**src/rtl/bcd_countdown_disp.sv**
```systemverilog
// bcd_countdown_disp: N-digit BCD countdown timer with run/pause/defuse/expire
// tracking and a multiplexed 7-segment scan driver, all on the clk domain.
module bcd_countdown_disp #(
    parameter int          DIGITS   = 2,
    parameter int          TICK_DIV = 1000,
    parameter int          SCAN_DIV = 4,
    parameter logic [31:0] INIT_BCD = 32'h0000_0020
) (
    input  logic                clk,
    input  logic                rst,
    input  logic                start,
    input  logic                pause,
    input  logic                success,
    input  logic                load,
    input  logic [4*DIGITS-1:0] load_val,
    output logic [7:0]          cat,
    output logic [7:0]          seg,
    output logic [4*DIGITS-1:0] count_bcd,
    output logic                running,
    output logic                expired,
    output logic                defused
);

    localparam int W  = 4 * DIGITS;
    localparam int PW = $clog2(TICK_DIV);
    localparam int SW = (SCAN_DIV > 1) ? $clog2(SCAN_DIV) : 1;

    localparam logic [PW-1:0] P_MAX = PW'(TICK_DIV - 1);
    localparam logic [SW-1:0] S_MAX = SW'(SCAN_DIV - 1);
    localparam logic [2:0]    I_MAX = 3'(DIGITS - 1);
    localparam logic [W-1:0]  INIT  = INIT_BCD[W-1:0];

    typedef enum logic [2:0] {
        S_IDLE,
        S_RUN,
        S_PAUSED,
        S_DEFUSED,
        S_EXPIRED
    } state_t;

    state_t          r_state;
    logic [W-1:0]    r_count;
    logic [W-1:0]    r_start;
    logic [PW-1:0]   r_pre;
    logic            r_blink;
    logic [SW-1:0]   r_spre;
    logic [2:0]      r_idx;
    logic [7:0]      r_cat;
    logic [7:0]      r_seg;
    logic            r_running;
    logic            r_expired;
    logic            r_defused;

    state_t          w_state_n;
    logic [W-1:0]    w_count_n;
    logic [W-1:0]    w_start_n;
    logic [PW-1:0]   w_pre_n;
    logic            w_blink_n;
    logic [SW-1:0]   w_spre_n;
    logic [2:0]      w_idx_n;
    logic [7:0]      w_cat_n;
    logic [7:0]      w_seg_n;
    logic            w_tick;
    logic [PW-1:0]   w_pre_inc;
    logic [W-1:0]    w_dec;
    logic [W-1:0]    w_load_c;

    function automatic logic [W-1:0] f_clamp(input logic [W-1:0] v);
        logic [W-1:0] r;
        r = v;
        for (int i = 0; i < DIGITS; i++) begin
            if (v[4*i +: 4] > 4'd9) r[4*i +: 4] = 4'd9;
        end
        return r;
    endfunction

    // Borrow ripples upward; the top digit saturates at 0 instead of wrapping.
    function automatic logic [W-1:0] f_dec(input logic [W-1:0] v);
        logic [W-1:0] r;
        logic         b;
        r = v;
        b = 1'b1;
        for (int i = 0; i < DIGITS; i++) begin
            if (b) begin
                if (v[4*i +: 4] == 4'd0) begin
                    r[4*i +: 4] = (i == DIGITS - 1) ? 4'd0 : 4'd9;
                end else begin
                    r[4*i +: 4] = v[4*i +: 4] - 4'd1;
                    b = 1'b0;
                end
            end
        end
        return r;
    endfunction

    function automatic logic [3:0] f_nib(input logic [W-1:0] v,
                                         input logic [2:0] idx);
        logic [3:0] n;
        n = 4'd0;
        for (int i = 0; i < DIGITS; i++) begin
            if (idx == 3'(i)) n = v[4*i +: 4];
        end
        return n;
    endfunction

    function automatic logic [7:0] f_seg(input logic [3:0] n);
        logic [7:0] s;
        unique case (n)
            4'd0:    s = 8'h3F;
            4'd1:    s = 8'h06;
            4'd2:    s = 8'h5B;
            4'd3:    s = 8'h4F;
            4'd4:    s = 8'h66;
            4'd5:    s = 8'h6D;
            4'd6:    s = 8'h7D;
            4'd7:    s = 8'h07;
            4'd8:    s = 8'h7F;
            4'd9:    s = 8'h6F;
            default: s = 8'h00;
        endcase
        return s;
    endfunction

    assign w_tick    = (r_pre == P_MAX);
    assign w_pre_inc = w_tick ? '0 : r_pre + 1'b1;
    assign w_dec     = f_dec(r_count);
    assign w_load_c  = f_clamp(load_val);

    // Game state, count and tick prescaler next-state
    always_comb begin
        w_state_n = r_state;
        w_count_n = r_count;
        w_start_n = r_start;
        w_pre_n   = r_pre;
        w_blink_n = r_blink;
        if (r_state != S_IDLE && !start) begin
            w_state_n = S_IDLE;
            w_count_n = r_start;
            w_pre_n   = '0;
        end else begin
            unique case (r_state)
                S_IDLE: begin
                    if (start) begin
                        w_state_n = (r_count == '0) ? S_EXPIRED : S_RUN;
                        w_blink_n = 1'b0;
                    end else if (load) begin
                        w_start_n = w_load_c;
                        w_count_n = w_load_c;
                    end
                end
                S_RUN: begin
                    if (success) begin
                        w_state_n = S_DEFUSED;
                    end else if (pause) begin
                        w_state_n = S_PAUSED;
                    end else begin
                        w_pre_n = w_pre_inc;
                        if (w_tick) begin
                            w_count_n = w_dec;
                            if (w_dec == '0) begin
                                w_state_n = S_EXPIRED;
                                w_blink_n = 1'b0;
                            end
                        end
                    end
                end
                S_PAUSED: begin
                    if (success)     w_state_n = S_DEFUSED;
                    else if (!pause) w_state_n = S_RUN;
                end
                S_DEFUSED: begin
                end
                S_EXPIRED: begin
                    w_pre_n = w_pre_inc;
                    if (w_tick) w_blink_n = ~r_blink;
                end
                default: w_state_n = S_IDLE;
            endcase
        end
    end

    // Scan index and registered display value, derived from next state
    always_comb begin
        w_spre_n = r_spre;
        w_idx_n  = r_idx;
        w_cat_n  = 8'hFF;
        w_seg_n  = 8'h00;
        if (w_state_n == S_IDLE) begin
            w_spre_n = '0;
            w_idx_n  = 3'd0;
        end else if (r_state != S_IDLE) begin
            if (r_spre == S_MAX) begin
                w_spre_n = '0;
                w_idx_n  = (r_idx == I_MAX) ? 3'd0 : r_idx + 3'd1;
            end else begin
                w_spre_n = r_spre + 1'b1;
            end
        end
        if (w_state_n != S_IDLE &&
            !(w_state_n == S_EXPIRED && w_blink_n)) begin
            w_cat_n = ~(8'd1 << w_idx_n);
            w_seg_n = f_seg(f_nib(w_count_n, w_idx_n));
        end
    end

    // State and output registers
    always_ff @(posedge clk or negedge rst) begin
        if (!rst) begin
            r_state   <= S_IDLE;
            r_count   <= INIT;
            r_start   <= INIT;
            r_pre     <= '0;
            r_blink   <= 1'b0;
            r_spre    <= '0;
            r_idx     <= 3'd0;
            r_cat     <= 8'hFF;
            r_seg     <= 8'h00;
            r_running <= 1'b0;
            r_expired <= 1'b0;
            r_defused <= 1'b0;
        end else begin
            r_state   <= w_state_n;
            r_count   <= w_count_n;
            r_start   <= w_start_n;
            r_pre     <= w_pre_n;
            r_blink   <= w_blink_n;
            r_spre    <= w_spre_n;
            r_idx     <= w_idx_n;
            r_cat     <= w_cat_n;
            r_seg     <= w_seg_n;
            r_running <= (w_state_n == S_RUN);
            r_expired <= (w_state_n == S_EXPIRED);
            r_defused <= (w_state_n == S_DEFUSED);
        end
    end

    assign cat       = r_cat;
    assign seg       = r_seg;
    assign count_bcd = r_count;
    assign running   = r_running;
    assign expired   = r_expired;
    assign defused   = r_defused;

endmodule

```
**config.mk**
```make
export PLATFORM = sky130hd
export DESIGN_NAME = bcd_countdown_disp
export DESIGN_NICKNAME = d
export VERILOG_FILES = /design/src/rtl/bcd_countdown_disp.sv
export SDC_FILE = /design/constraint.sdc
export NUM_CORES = 1
export LEC_CHECK = 0
export ABC_CLOCK_PERIOD_IN_PS = 7600
export CORE_MARGIN = 2
export CORE_UTILIZATION = 60
export DETAILED_ROUTE_END_ITERATION = 10
export GPL_TIMING_DRIVEN = 0
export PLACE_DENSITY = 0.86
export SLEW_MARGIN = 30
export SYNTH_ARGS = -nofsm -noshare
export SYNTH_HDL_FRONTEND = slang
export SYNTH_SLANG_ARGS = --single-unit
export TNS_END_PERCENT = 1
```
**constraint.sdc**
```tcl
create_clock -name clk -period 7.6 [get_ports clk]
set_input_delay 1.52 -clock clk [delete_from_list [all_inputs] [get_ports clk]]
set_output_delay 1.52 -clock clk [all_outputs]
set_load 0.005 [all_outputs]
```
**Yosys cells after proc, flatten, opt, wreduce, memory -nomap -nowiden**

Memory sizes are Yosys's and may differ from the RTL's.
Cells that the tools add are included.

- $add $sub $neg: 5
- Multipliers: 0
- Divide/modulo/power cells: 0
- Order comparisons: 2
- Equality and inequality tests: 13
- Shift operators: 1
- Multiplexer cells: 48
- Bitwise gates (word level): 4
- Reduce and logical (&&, ||, !) cells: 19

Operator list:

| kind | number |
|---|---|
| 8-bit two-way mux | 8 |
| 10-bit two-way mux | 4 |
| 3-bit two-way mux | 13 |
| 4-bit two-way mux | 8 |
| 10-bit one-hot mux with 2 select lines | 1 |
| 8-bit zero test | 2 |
| 8-bit one-hot mux with 2 select lines | 1 |
| 3-bit by 1-bit == test with 1-bit output, second input constant | 4 |
| 3-bit one-hot mux with 4 select lines | 1 |
| 10-bit by 1-bit adder with 10-bit output, second input constant | 1 |
| 10-bit == test, second input constant | 1 |
| 3-bit by 2-bit == test with 1-bit output, second input constant | 3 |
| 3-bit zero test | 3 |
| 3-bit nonzero test | 3 |
| 4-bit greater-than comparator, second input constant | 2 |
| 4-bit zero test | 2 |
| 1-bit two-way mux | 8 |
| 8-bit NOT | 1 |
| 1-bit by 3-bit << shifter with 8-bit output, first input constant | 1 |
| 4-bit by 1-bit subtractor with 4-bit output, second input constant | 2 |
| 3-bit == test, second input constant | 2 |
| 2-bit two-way mux | 3 |
| 3-bit != test, second input constant | 2 |
| 4-bit AND reduction | 1 |
| other kinds (10) | 15 |

- Register bits after elaboration: 54
- Latch bits: 0
- Bits in writable memories: 0
- ROM bits: 112
- Output and inout bits: 27
- Word-level logic and storage cells: 105
- Memories kept: 1

Memory list:

| name | depth | bits a word | rd ports | clocked after memory_dff | wr ports | line | text |
|---|---|---|---|---|---|---|---|
| (no name shown) | 16 | 7 | 1 | 0 | 0 | 108 | `unique case (n)` |

**Logic depth before layout (Yosys ltp)**

Gate-level depths: netlist (run 1).
An unclocked memory read counts as a cell.

- Depth after elaboration: 18
- Depth in mapped cells: 13
- Gate-level depth less buffers: 12

**Worst setup path before layout (run 1)**

OpenSTA, ideal clock, no wires.

- Path type: input port to flip-flop
- Start: input pause
- End: register r_seg[0], in the netlist seg[0]
- Arrival time: 3.996 ns
- Setup slack: 3.510 ns
- Stages on the path: 10
- Cells stage by stage: or2_1 > buf_2 > or4_4 > or4_4 > a21oi_2 > o21ai_2 > and2_1 > ha_1 > mux2_2 > a211oi_1

- Longest elaborated chain between the ends: 12

Ends and longest elaborated chain:

| item | line | text |
|---|---|---|
| from (decl) | 12 | `input logic pause,` |
| 3-bit two-way mux, on equally long branches | 169, 154 |  |
| 3-bit two-way mux, on equally long branches | 168, 152 |  |
| 3-bit one-hot mux with 4 select lines | 141 | `unique case (r_state)` |
| 3-bit two-way mux | 136 | `if (r_state != S_IDLE && !start) begin` |
| 3-bit zero test | 188 | `if (w_state_n == S_IDLE) begin` |
| 3-bit two-way mux | 188 |  |
| 3-bit zero test | 101 | `if (idx == 3'(i)) n = v[4*i +: 4];` |
| 4-bit two-way mux (2 in series) | 101 |  |
| 4-bit two-way mux | 199 | `if (w_state_n != S_IDLE &&` |
| memory 16 x 7 bit | n/a |  |
| 8-bit two-way mux * | 199 |  |
| named net w_seg_n[0] | 62 | `logic [7:0] w_seg_n;` |
| to (signal assigned) | 230 | `r_seg <= w_seg_n;` |
| to (decl) | 49 | `logic [7:0] r_seg;` |

Mark *: on every way through the listed nets, which the timed path passes. The rest lies on a longest branch. The select of a mux whose other input is x is not followed.
A chain may end at the register's enable or synchronous reset.

**Worst setup path after layout (run 1)**

- Start: input start
- End: register r_seg[0], in the netlist seg[0]

- Longest elaborated chain between the ends: 11

Ends and longest elaborated chain:

| item | line | text |
|---|---|---|
| from (decl) | 11 | `input logic start,` |
| 3-bit two-way mux / 1-bit zero test (equally long branches) | 143, 136 |  |
| 3-bit one-hot mux with 4 select lines / 1-bit logical AND (equally long branches) | 141, 136 |  |
| 3-bit two-way mux | 136 |  |
| 3-bit zero test | 188 |  |
| 3-bit two-way mux | 188 |  |
| 3-bit zero test | 101 |  |
| 4-bit two-way mux (2 in series) | 101 |  |
| 4-bit two-way mux | 199 |  |
| memory 16 x 7 bit | n/a |  |
| 8-bit two-way mux * | 199 |  |
| named net w_seg_n[0] | 62 |  |

Marked as above.

==> summary.md, run 1 <==
| Metric | Value |
|---|---|
| Synth warnings | 0 |
| I/O pin cnt | 41 |
| CP Class | input pin to flop |
| R2R Path End | seg[5] |
| Sequential share of the synthesized area | 0.4216 |
| Worst Setup Start Kind | input pin |
| Relative slew slack | 0.4189 |
| Reg-to-reg critical path startpoint | r_pre[0] |
| Post-route ant nets | 0 |
| Initial antenna violation count | 0 |
| Post-Syn Area | 0.003176 mm2 |
| # hold bufs at CTS | 0 |
| Hold path cells | 2 |
| Area Overhead vs Synth | 18.44% |
| # Post-CTS Setup Buffers | 0 |
| Diodes inserted | 0 |
| Clock Latency Late Sink | 0.31 ns |
| Total Neg Setup Slack | 0 ns |
| Clock sinks | 53 |
| Wire length per cell | 16.11 um |
| Critical Path Fanout Max | 10 |
| Buffers added on ports | 39 |
| Synth cell types | 67 |
| Worst VDD drop | 0.2162 mV |
| GP Congestion | 0.9439 |
| Routed WL | 7747 um |
| DR vias | 2,965 |
| Status | completed |
| Final period utilization | 0.6208 |
| Worst hold start | r_start[5] |
| Uppermost routed layer | met4 |
| Max Cap Viol | 0 |
| Clk_skew | 0.008715 ns |
| Flop and latch count out of synthesis | 53 |
| Power per Cell Area | 303.4 mW/mm2 |
| Overall power | 1.141 mW |
| Hold WC Path Type | flop to flop |
| Starting DRT DRC Count | 288 |
| Die ar. | 0.005891 mm2 |
| H-tree levels | 2 |
| Worst slack, placed | 2.608 ns |
| Post-DP HPWL | 5805 um |
| Syn Inst Count | 363 |
| DRC viols | 0 |
| DIE WIDTH | 76.75 um |
| Core Rows | 26 |
| Fraction of layout cells with a size suffix above 1 | 0.09976 |
| Mapped Avg Cell Area | 8.748 um2 |
| Layout Nets | 431 |
| CP Capture Type | flop |
| Period minus WS final | 4.718 ns |
| FF-to-FF setup slack | 4.25 ns |
| Top-area cell type share of the netlist area | 0.3388 |
| RSZ-0062 raised after global routing | no |
| Core area | 0.005107 mm2 |
| Top post-synthesis cells by area | dfrtp_1 34%, dfstp_2 8.3%, nand2_1 4.1% |
| Leak pwr | 1.551 nW |
| Max frequency | 211.9 MHz |
| Actual slew at the worst max-slew pin | 0.8698 ns |
| Post-synth top flop | dfrtp_1 |
| CTS tree | done |
| Final setup viols | 0 |
| Post-synth EDFFs | 0 |
| Required time of the critical path | 7.82 ns |
| TritonCTS buffer count | 5 |
| Max Root-Sink Buffers | 2 |
| Final Hold Fails | 0 |
| R2r worst-path depth | 12 |
| Met2 WL | 3661 um |
| Core Util, Final | 0.7364 |
| Asr flop ratio synth | 1.000 |
| Syn Nets | 384 |
| Leading area contributor after synthesis | dfrtp_1 |
| DRT met1 WL | 3433 um |
| Placed Area | 0.003671 mm2 |
| Vias in the first global route | 2,873 |
| Resized cells post-CTS | 0 |
| Total GRT Usage | 0.2756 |
| Clock-pin slew on the worst setup and hold paths | 0.09 ns |
| CTS root buf | clkbuf_8 |
| Overflow after GRT | 0 |
| DR vias/cell | 6.164 |
| First-pass GRT wire length | 13,120 um |
| Slew Viols, Final | 0 |
| Worst EP arrival | 4.93 ns |
| Initial Util | 0.6218 |
| Routed met3 length | 509 um |
| Filler Cell Count | 395 |
| Die Y-Extent | 76.75 um |
| DR pass1 iterations | 5 |
| End of the worst hold path | r_start[5] |
| Final worst setup slack | 2.882 ns |
| Post-route cell area | 0.003761 mm2 |
| Largest net degree at the start of global routing | 28 |
[cell type report]
cell class                      instances  area (um2)  area share
Sequential cell                        53        1339      0.3560
Inverter                               17       63.81     0.01697
Clock inverter                          3       21.27    0.005655
Clock buffer                            5       68.82     0.01830
Buffer                                 18       75.07     0.01996
Timing Repair Buffer                   40       407.9      0.1084
Tap cell                               70       87.58     0.02329
Multi-Input combinational cell        275        1698      0.4514
[cell usage after synthesis, types with 3 or more instances]
library cell and n:
o21ai_0 26, o31ai_1 4, nand4b_1 3, a22o_1 4, nand2b_1 10, a31oi_1 6
nor2_1 35, dfstp_2 10, nor2b_1 3, and3_1 6, nor3_1 13, o22ai_1 6
a211oi_1 6, or3_1 4, clkbuf_1 14, or2_1 3, nand4_1 8, dfrtp_1 43
nand3_1 14, ha_1 7, a21oi_1 15, xnor2_1 3, nand2_1 35, or2_2 4
nor4_1 3, mux2i_1 4, o21a_1 4, buf_2 3, inv_1 15
[report_power, final]
part | leakage, nW | internal [mW] | total [mW] | switching, mW
sequential | 0.664 | 0.362 | 0.438 | 0.0764
clock | 0.0445 | 0.0655 | 0.161 | 0.0951
combinational | 0.842 | 0.242 | 0.543 | 0.300
[worst max-delay path by stage]
stage / start / endpoint / slack, ns
after floorplan: pause / seg[0] / 3.51
after global placement: start / seg[0] / 2.74
after detailed placement: start / seg[0] / 2.61
after CTS: start / seg[0] / 2.92
after global routing: start / seg[0] / 2.68
final: start / seg[0] / 2.88
[kinds of logic after synthesis]
kind of cell | after synthesis | share of synthesized area
AOI/OAI and AO/OA | 99 | 0.2124
buffers and inverters | 35 | 0.04373
and+or+nand+nor | 158 | 0.2636
other | 1 | 0.001181
muxes | 5 | 0.01615
adders and majority gates | 7 | 0.02758
xor gates and xnor gates | 5 | 0.01379
DFF | 53 | 0.4216
[registers in the layout, summed over array words and instances (netlist names)]
signal	flops
defused	1
r_blink	1
seg	7
r_idx	3
count_bcd	8
expired	1
r_start	8
r_state	3
r_pre	10
cat	8
running	1
r_spre	2
[per-layer routing]
| layer | vias to the layer above | global-route usage |
|---|---|---|
| met3 | 12 | 0.05176 |
| met5 | - | 0 |
| met2 | 124 | 0.4465 |
| met4 | 0 | 0.1109 |
| li1 | 1423 | - |
| met1 | 1406 | 0.3656 |
[critical path, stage by stage]
cell             delay, ns
clkdlybuf4s50_1       0.48
clkbuf_1              0.40
inv_2                 0.21
a21o_1                0.20
clkbuf_1              0.22
a221oi_2              0.46
inv_1                 0.12
a22oi_1               0.43
inv_1                 0.13
ha_1                  0.23
mux2_2                0.26
a211oi_1              0.25
[metrics by stage]
stage / hold slack (ns) / std cells
final: 0.4751 / 481
after global routing: 0.5060 / 481
after CTS: 0.4813 / 481
after detailed placement: 0.4653 / 473
after global placement: 0.4511 / 472
after floorplan: 0.4387 / 363
[cell usage in the layout (no fill, tap or decap), types with 3 or more instances in the layout]
cell / n
mux2i_1: 4
a21oi_1: 15
a22o_1: 4
or2_1: 3
ha_1: 7
a31oi_1: 6
nor4_1: 3
nand4b_1: 3
buf_2: 3
o31ai_1: 4
nor2_1: 35
o21a_1: 4
clkbuf_8: 5
inv_1: 15
nand4_1: 8
nand2_1: 35
or2_2: 4
dfrtp_1: 43
and3_1: 6
or3_1: 4
nand3_1: 14
clkdlybuf4s50_1: 38
nand2b_1: 10
o22ai_1: 6
o21ai_0: 26
clkbuf_1: 14
nor3_1: 13
dfstp_2: 10
a211oi_1: 6
xnor2_1: 3
nor2b_1: 3
No activity file was read; power rests on OpenSTA's default activity.
==> run 2, diff against run 1 <==
- ABC_CLOCK_PERIOD_IN_PS: 7600 -> 4300
- CORE_UTILIZATION: 60 -> 50
- PLACE_DENSITY: 0.86 -> 0.76
- clock period: 7.6 -> 4.3 ns (I/O delays scaled with it)
==> run 2 against run 1 <==
Net effect:
- setup slack got worse by 2.5 ns
- core utilization fell by 13 points
- clock-buffer cell count rose by 1
- critical path depth rose by 1
- via count fell by 0.88%
- sequential cell count did not move
- wire length rose by 1.2%
- critical path type unchanged
- clock skew fell by 0.0044 ns
- non-clock buffer count did not move
- design area rose by 0.83%
==> summary.md, run 2 (synthesis gave the netlist of run 1 again) <==
| Metric | Value |
|---|---|
| DR pass1 iterations | 5 |
| WP buf/inv | 4 |
| Required time of the critical path | 4.52 ns |
| Clk_skew | 0.004352 ns |
| Initial Util | 0.5088 |
| CTS tree | done |
| Critical Path Max Stage Delay | 0.57 ns |
| CP startpoint | success |
| Post-route ant nets | 0 |
| Cell total after placement | 480 |
| Worst EP arrival | 4.10 ns |
| Area Overhead vs Synth | 19.42% |
| Layout Cells excl Fill | 488 |
| CP Class | input pin to flop |
| Routed WL | 7837 um |
| Overflow after GRT | 0 |
| Diodes inserted | 0 |
| Status | completed |
| CP top delay family | simple AND/OR/NAND/NOR gates |
| Max frequency | 258.2 MHz |
| Power per Cell Area | 546.9 mW/mm2 |
| Initial antenna violation count | 0 |
| DIE WIDTH | 83.70 um |
| Vias in the first global route | 2,697 |
| Buffers added on ports | 39 |
| Total GRT Usage | 0.2313 |
| Largest net degree at the start of global routing | 35 |
| Critical Path Fanout Max | 7 |
| Clock-pin slew on the worst setup and hold paths | 0.09 ns |
| Clock sinks | 53 |
| RSZ-0062 raised after global routing | no |
| I/O pin cnt | 41 |
| Reg-to-reg critical path startpoint | r_pre[0] |
| DR vias/cell | 6.023 |
| DR vias | 2,939 |
| Final setup viols | 0 |
| Layout Nets | 431 |
| R2r worst-path depth | 12 |
| Max FFs per register | 10 |
| Commonest non-fill, non-tap cell in the layout | dfrtp_1 |
| # Post-CTS Setup Buffers | 0 |
| Hold WC Path Type | input pin to async pin |
| Starting DRT DRC Count | 275 |
| CTS root buf | clkbuf_8 |
| Final Hold Fails | 0 |
| Relative slew slack | 0.4149 |
| CP Capture Type | flop |
| Total Neg Setup Slack | 0 ns |
| Fraction of layout cells with a size suffix above 1 | 0.09976 |
| Worst Setup Start Kind | input pin |
| Worst VDD drop | 0.3424 mV |
| Core area | 0.006241 mm2 |
| GP Congestion | 1.013 |
| Crit path depth | 13 |
| Post-DP HPWL | 5747 um |
| Biggest register | r_pre |
| H-tree levels | 2 |
| Actual slew at the worst max-slew pin | 0.8757 ns |
| TritonCTS buffer count | 5 |
| Slowest cell on crit path | or4_4 |
| Final period utilization | 0.9007 |
| Crit-path cells | clkdlybuf4s50_1 > or2_1 > buf_2 > or4_4 > o2111a_1 > a211oi_1 > nand2b_1 > and2_1 > inv_2 > ha_1 > inv_1 > mux2i_1 > a211oi_1 |
| Die ar. | 0.007005 mm2 |
| Overall power | 2.074 mW |
| Die Y-Extent | 83.70 um |
| Commonest non-fill, non-tap cells in the layout | 43 x dfrtp_1, 38 x clkdlybuf4s50_1, 35 x nand2_1, 35 x nor2_1, 26 x o21ai_0 |
| DRC viols | 0 |
| Leak pwr | 1.565 nW |
| Max Cap Viol | 0 |
| Slew Viols, Final | 0 |
| Wire length per cell | 16.06 um |
| Max Root-Sink Buffers | 2 |
| Min Hold Slack | 0.4141 ns |
| Core Rows | 29 |
| # hold bufs at CTS | 0 |
| Period minus WS final | 3.873 ns |
| First-pass GRT wire length | 13,240 um |
| CP most frequent cell | a211oi_1 |
| Clock Latency Late Sink | 0.31 ns |
-- run 2: timing repair --
action | CTS | global route
endpoints found under the setup margin | 0 | 1
gates resized for setup | 0 | 2
endpoints found under the hold margin | 0 | 0
-- run 2: power by group --
group,switching [mW],internal [mW],leakage [nW]
combinational,0.526,0.427,0.845
sequential,0.138,0.639,0.664
clock,0.169,0.175,0.0554
-- run 2: path summary, 6_finish.rpt --
kind,end,slack [ns]
max in group asynchronous,cat[3],3.36
hold / removal,r_start[2],0.41
setup / recovery,seg[5],0.43
min in group clk,r_start[5],0.48
hold reg to reg,r_start[5],0.48
setup reg to reg,seg[5],0.94
-- run 2: cell type report --
class	instances	area, um2
Fill cell	558	2449
Multi-Input combinational cell	275	1698
Buffer	18	76.32
Timing Repair Buffer	40	407.9
Inverter	17	63.81
Tap cell	77	96.34
Clock buffer	6	72.57
Clock inverter	2	38.79
Sequential cell	53	1339
-- run 2: metal layers --
layer	track usage	up-vias	routed length, um
met5	0	-	0
met4	0.05865	0	99
met2	0.3476	122	3571
li1	-	1415	-
met3	0.03956	8	567
met1	0.3488	1394	3599
-- run 2: per-stage QoR --
stage          area (um2)  setup WS, ns  utilization
6_report             3792        0.4271       0.6077
5_1_grt              3792        0.2392       0.6077
4_1_cts              3791        0.3202       0.6075
3_5_place_dp         3680       0.01882       0.5896
3_3_place_gp         3662       0.07170       0.5868
2_1_floorplan        3176        0.8697            -
